[src/rtl/ps2_rx.sv]
// PS/2 keyboard receiver: synchronises and de-glitches the PS/2 clock, frames
// 11-bit start/data/parity/stop words and reports good bytes or discarded frames.
module ps2_rx #(
    parameter int FILTER_LEN = 8,
    parameter int TIMEOUT    = 100000
) (
    input  logic       clk,
    input  logic       rst,
    input  logic       ps2c,
    input  logic       ps2d,
    input  logic       rx_en,
    output logic [7:0] dout,
    output logic       rx_done,
    output logic       parity_err,
    output logic       frame_err,
    output logic       busy
);

    localparam logic [1:0] IDLE  = 2'd0;
    localparam logic [1:0] RECV  = 2'd1;
    localparam logic [1:0] CHECK = 2'd2;

    localparam logic [16:0] TO_LAST = 17'(TIMEOUT - 1);

    // Odd parity over data plus parity bit: a good frame has an odd count of ones.
    function automatic logic parity_ok(input logic [8:0] bits);
        return ^bits;
    endfunction

    logic                  ps2c_p0, ps2c_p1;
    logic                  ps2d_p0, ps2d_p1;
    logic [FILTER_LEN-1:0] filt_hist_p2;
    logic                  filt_clk_p3;
    logic                  filt_clk_p4;
    logic                  fall_edge;

    logic [1:0]            state;
    logic [9:0]            shreg;
    logic [3:0]            bit_cnt;
    logic [16:0]           to_cnt;

    // Stage p0/p1: two-flop synchronisers, idle-high after reset
    always_ff @(posedge clk or negedge rst) begin
        if (!rst) begin
            ps2c_p0 <= 1'b1;
            ps2c_p1 <= 1'b1;
            ps2d_p0 <= 1'b1;
            ps2d_p1 <= 1'b1;
        end else begin
            ps2c_p0 <= ps2c;
            ps2c_p1 <= ps2c_p0;
            ps2d_p0 <= ps2d;
            ps2d_p1 <= ps2d_p0;
        end
    end

    // Stage p2/p3: the filtered clock only moves once the whole history agrees
    always_ff @(posedge clk or negedge rst) begin
        if (!rst) begin
            filt_hist_p2 <= '1;
            filt_clk_p3  <= 1'b1;
            filt_clk_p4  <= 1'b1;
        end else begin
            filt_hist_p2 <= {filt_hist_p2[FILTER_LEN-2:0], ps2c_p1};
            if (&filt_hist_p2) begin
                filt_clk_p3 <= 1'b1;
            end else if (~|filt_hist_p2) begin
                filt_clk_p3 <= 1'b0;
            end
            filt_clk_p4 <= filt_clk_p3;
        end
    end

    assign fall_edge = filt_clk_p4 & ~filt_clk_p3;

    // Frame FSM; status pulses are registered so they appear one cycle after CHECK
    always_ff @(posedge clk or negedge rst) begin
        if (!rst) begin
            state      <= IDLE;
            shreg      <= '0;
            bit_cnt    <= '0;
            to_cnt     <= '0;
            dout       <= 8'h00;
            rx_done    <= 1'b0;
            parity_err <= 1'b0;
            frame_err  <= 1'b0;
        end else begin
            rx_done    <= 1'b0;
            parity_err <= 1'b0;
            frame_err  <= 1'b0;
            case (state)
                IDLE: begin
                    if (fall_edge && rx_en && !ps2d_p1) begin
                        state   <= RECV;
                        bit_cnt <= 4'd10;
                        to_cnt  <= '0;
                    end
                end
                RECV: begin
                    if (fall_edge) begin
                        shreg   <= {ps2d_p1, shreg[9:1]};
                        bit_cnt <= bit_cnt - 4'd1;
                        to_cnt  <= '0;
                        if (bit_cnt == 4'd1) begin
                            state <= CHECK;
                        end
                    end else if (to_cnt == TO_LAST) begin
                        state     <= IDLE;
                        frame_err <= 1'b1;
                        to_cnt    <= '0;
                    end else begin
                        to_cnt <= to_cnt + 17'd1;
                    end
                end
                CHECK: begin
                    state <= IDLE;
                    if (!shreg[9]) begin
                        frame_err <= 1'b1;
                    end else if (parity_ok(shreg[8:0])) begin
                        dout    <= shreg[7:0];
                        rx_done <= 1'b1;
                    end else begin
                        parity_err <= 1'b1;
                    end
                end
                default: begin
                    state <= IDLE;
                end
            endcase
        end
    end

    assign busy = (state != IDLE);

endmodule

[config.mk]
export PLATFORM = sky130hd
export DESIGN_NAME = ps2_rx
export DESIGN_NICKNAME = d
export VERILOG_FILES = /design/src/rtl/ps2_rx.sv
export SDC_FILE = /design/constraint.sdc
export NUM_CORES = 1
export LEC_CHECK = 0
export CELL_PAD_IN_SITES_DETAIL_PLACEMENT = 1
export CELL_PAD_IN_SITES_GLOBAL_PLACEMENT = 2
export CORE_ASPECT_RATIO = 0.6
export CORE_MARGIN = 10
export CORE_UTILIZATION = 43
export DETAILED_ROUTE_END_ITERATION = 12
export PLACE_DENSITY_LB_ADDON = 0.1
export SLEW_MARGIN = 20
export SYNTH_ARGS = -nofsm -noshare
export SYNTH_HDL_FRONTEND = slang
export SYNTH_SLANG_ARGS = --single-unit
[constraint.sdc]
create_clock -name clk -period 3.4 [get_ports clk]
set_input_delay 0.68 -clock clk [delete_from_list [all_inputs] [get_ports clk]]
set_output_delay 0.68 -clock clk [all_outputs]
set_load 0.02 [all_outputs]
**Word-level counts from Yosys, hierarchy flattened**

Cells that the tools add are included.

- Bits in writable memories: 0
- Memory bits (read-only): 0
- Register bits after elaboration: 58
- Bits in latches: 0
- Output and inout port bits: 12
- Input port bits: 5
- Memories: 0

- Mux-type cells: 24
- Add/sub/neg operators: 2
- Bitwise logic cells: 2
- Reductions and logical operators: 14
- Shift operators: 0
- Equality and inequality tests: 9
- $lt $le $gt $ge: 0
- Multipliers: 0
- Divide/modulo/power cells: 0

Operator list:

| cell | number |
|---|---|
| 17-bit 2-to-1 mux | 3 |
| 17-bit case mux with 2 select lines | 1 |
| 17-bit by 1-bit adder with 17-bit output, second input constant | 1 |
| 17-bit equality test, second input constant | 1 |
| 1-bit 2-to-1 mux | 11 |
| 3-bit AND reduction | 3 |
| 9-bit XOR reduction | 1 |
| 2-bit 2-to-1 mux | 4 |
| 4-bit 2-to-1 mux | 2 |
| 4-bit case mux with 2 select lines | 1 |
| 8-bit AND reduction | 1 |
| 8-bit OR reduction | 1 |
| 2-bit inequality test, second input constant | 3 |
| 3-bit inequality test, second input constant | 2 |
| 4-bit by 1-bit equality test with 1-bit output, second input constant | 1 |
| 2-bit case mux with 2 select lines | 1 |
| 2-bit AND reduction | 2 |
| 2-bit nonzero test | 2 |
| 4-bit by 1-bit subtractor with 4-bit output, second input constant | 1 |
| 2-bit by 1-bit equality test with 1-bit output, second input constant | 1 |
| 2-bit equality test, second input constant | 1 |
| 1-bit logical AND | 2 |
| 2-bit zero test | 1 |
| 1-bit case mux with 2 select lines | 1 |
| other kinds (3) | 3 |

**Depth between registers and ports, before layout**

- Depth after elaboration: 6
- Mapped depth: 8
- Mapped depth without buffers: 6

**Least setup slack after synthesis**

Ideal clock, no wire load.

- Kind: flip-flop to flip-flop
- From: register to_cnt[0]
- To: register to_cnt[8]
- Slack: 1493 ps
- Setup time: 83 ps
- Cell stages (with the launch flop): 8
- Arrival: 1824 ps
- Cells stage by stage: dfrtp_1 ha_1 and4_1 and4_1 buf_2 nand2b_1 or4_1 o21ai_0

- Longest elaborated chain between the ends: 4

RTL lines:

| element | RTL line | text |
|---|---|---|
| start: declaration | 40 | `logic [16:0] to_cnt;` |
| start signal: assignment | 112 | `to_cnt <= to_cnt + 17'd1;` |
| 17-bit by 1-bit adder with 17-bit output / 17-bit equality test (equally long branches) | 112, 107 |  |
| 17-bit 2-to-1 mux * | 107 | `end else if (to_cnt == TO_LAST) begin` |
| 17-bit 2-to-1 mux * | 100 | `if (fall_edge) begin` |
| 17-bit case mux with 2 select lines * | 91 | `case (state)` |

Mark *: on every way between the ends. The rest lies on a longest branch, timed or not.
A chain may end at the register's enable or synchronous reset.

**Worst setup path after layout**

- From: register state[0]
- To: output busy

- Longest elaborated chain between the ends: 1

RTL lines:

| element | RTL line | text |
|---|---|---|
| start: declaration | 37 | `logic [1:0] state;` |
| start signal: assignment | 79 | `state <= IDLE;` |
| start signal: assignment | 94 | `state <= RECV;` |
| start signal: assignment | 105 | `state <= CHECK;` |
| 2-bit nonzero test | 133 | `assign busy = (state != IDLE);` |
| end: declaration | 16 | `output logic busy` |

No other way between the ends.

==> results.cfg <==
[synth]
yosys-top-cells-area = dfrtp_1 (42%), dfstp_2 (14%), mux2_2 (8.2%), xnor2_1 (4.0%), ha_1 (3.3%)
synth_common_cells = dfrtp_1 (44), mux2_2 (19), nor2_1 (19)
synth_top_area_share_pct = 42.1
synth_edf_count = 0
ys_seq_area_share_pct = 56.1
synth.avg_cell_area_sq_um = 11.9
ys_types = 46
syn_nets = 231
yosysWarnings = 0
synth_top_flop_cell = dfrtp_1
synthArstFlopShare_pct = 100
synth-seq-cells = 58
syn_area_sq_um = 2620
synthMostInstantiatedCell = dfrtp_1
synthCells = 219
synth_top_area_cell = dfrtp_1

[finish]
design_area_sq_um = 3050
insertedDiodeCount = 0
syn2layout_area_growth_pct = 16.7
drive_gt1_share_pct = 23.7
post-route-util_pct = 53.3
layout.nets = 256

[placed_design]
place_congestion = 0.787
hpwlAfterDp_um = 4400
port_buffers = 16
place_area_sq_um = 2870

[sta]
clock_skew_ns = 0.0107
fin_crit_ns = 2.51
setup_violations = 0
max_slew_margin_pct = 46.9
max_freq_mhz = 399
rsz0062_at_grt = no
finalSetupTns_ns = 0
hold_violations = 0
min_period_over_period_pct = 73.7
worst_pin_slew_ns = 0.797
drv_slew = 0

[drt]
totalWireLength_um = 6030
dr.pass1.iters = 4
ant_nets = 0
viasPerCell = 5.32
route.detailed.drc = 0
wl_per_cell_um = 18.3
vias = 1749
drt_iter0_drc = 82

[min_path]
hold_end = filt_hist_p2[0]
holdPathStages = 0
hp-start = ps2c_p1
holdCritPathClass = register to register

[global_route]
antenna_found_initial = 0
grt_pass1_wl_um = 10100
grt_overflow = 0
grt_usage_pct = 14.0
grt_pass1_vias = 1885
grt_max_degree = 38

[clock_network]
root_buffer = clkbuf_8
cts_resized = 0
cts-hold-fix-buffers = 0
clk_pin_slew_ns = 0.07
numCtsBuffers = 9
cts_htree_levels = 3
clock_latency_ns = 0.36
cts_sinks = 58
cts_tree = built
max-clock-path-buffers = 2
post_cts_buffers = 0

[worst_setup_path]
endpoint_kind = output port
worstSetupPathType = register to output port
critPathBufInv = 3
worstPathMaxFanout = 4
cpMaxStageDelayCell = clkdlybuf4s50_1
r2r_slack_ns = 1.02
cp.required_ns = 2.72
cp.arrival_ns = 1.83
worstReg2RegStart = to_cnt[0]
reg2reg_to = to_cnt[4]
start_kind = register
worstPathCellList = inv_1 -> ha_1 -> inv_1 -> clkdlybuf4s50_1
max_stage_delay_ns = 0.61
path_delay_family = buffers and inverters
cp_common_cell = inv_1
ff2ff_path_depth = 6

[job]
drv_cap = 0

[pwr]
p_leak_nw = 1.34
cellPowerDensity_nw_per_um2 = 603
vdd_drop_max_v = 0.000376

[floorplan]
rows = 21
dieWidth_um = 121
start_util_pct = 45.7
ios = 17
dieHeight_um = 80.4
fp.coreArea_sq_um = 5730
dieArea_sq_um = 9710

[status]
status = finished, final reports clean
==> where the power goes <==
part / switching, W / internal (W)
clock network: 0.000299 / 0.000268
registers: 0.0000580 / 0.000753
logic: 0.000302 / 0.000161
==> routing by layer <==
layer / wire length (um) / vias to the layer above / GRT usage, %
li1: - / 828 / -
met1: 3090 / 893 / 18.6
met2: 2630 / 22 / 19.3
met3: 248 / 6 / 5.52
met4: 63 / 0 / 7.31
met5: 0 / - / 0
==> kinds of logic after synthesis <==
logic type      after synthesis  synth area share [%]
simple gates                 79                  17.3
mux                          21                  9.13
fa+ha+maj                     7                  3.35
flops                        58                  56.1
compound gates               25                  5.83
xor+xnor                     17                  6.50
buf+inv                      12                  1.77
==> cells in the final DEF, fill, tap and decap left out, types with 2 or more instances in the layout <==
master,synthesis,final
and2_1,2,2
a21oi_1,4,4
mux2_2,19,19
ha_1,7,7
inv_1,7,7
clkinvlp_4,0,2
a31oi_1,2,2
o21ai_0,11,11
dfstp_2,14,14
nor4_1,2,2
xor2_1,3,3
clkdlybuf4s50_1,0,15
and4_1,4,4
nand2_1,12,12
nor2_1,19,19
clkinv_4,0,3
nor3_1,7,7
xnor2_1,12,12
nand2b_1,3,3
nand3_1,8,8
or4_1,2,2
clkbuf_8,0,9
nor4b_1,4,4
dfrtp_1,44,44
nor3b_1,2,2
nor2b_1,2,2
nand4_1,3,3
o31ai_1,2,2
buf_4,0,3
==> flip-flops by register name, indices dropped and copies added (netlist names), 2 cells and up <==
| signal | cells |
|---|---|
| state | 2 |
| shreg | 10 |
| dout | 8 |
| to_cnt | 17 |
| bit_cnt | 4 |
| filt_hist_p2 | 8 |
==> worst max path at each step <==
stage | startpoint | end | slack, ns | cells after the start
finish | state[0] | busy | 0.89 | 4
detailed placement | rx_en | to_cnt[11] | 0.93 | 7
CTS | state[0] | busy | 0.86 | 4
floorplan | to_cnt[0] | to_cnt[8] | 1.49 | 7
global route | to_cnt[0] | to_cnt[4] | 0.77 | 6
global placement | rx_en | to_cnt[11] | 1.00 | 7
==> stage by stage <==
stage	hold WS, ns	setup slack [ns]	power (W)	instances
after floorplan	0.345	1.49	0.00112	219
after CTS	0.357	0.856	0.00187	329
after detailed placement	0.347	0.934	0.00128	313
final	0.356	0.894	0.00184	329
after global routing	0.362	0.771	0.00196	329
after global placement	0.347	1.00	0.00125	313
==> layout make-up <==
cell class                      instances  area (sq um)
Multi-Input combinational cell        149          1100
Fill cell                             633          2680
Sequential cell                        58          1470
Inverter                                7          26.3
Clock buffer                            9           124
Clock inverter                          7          55.1
Tap cell                               80           100
Timing Repair Buffer                   19           178
Note: power is estimated with default switching activity, not from simulation.
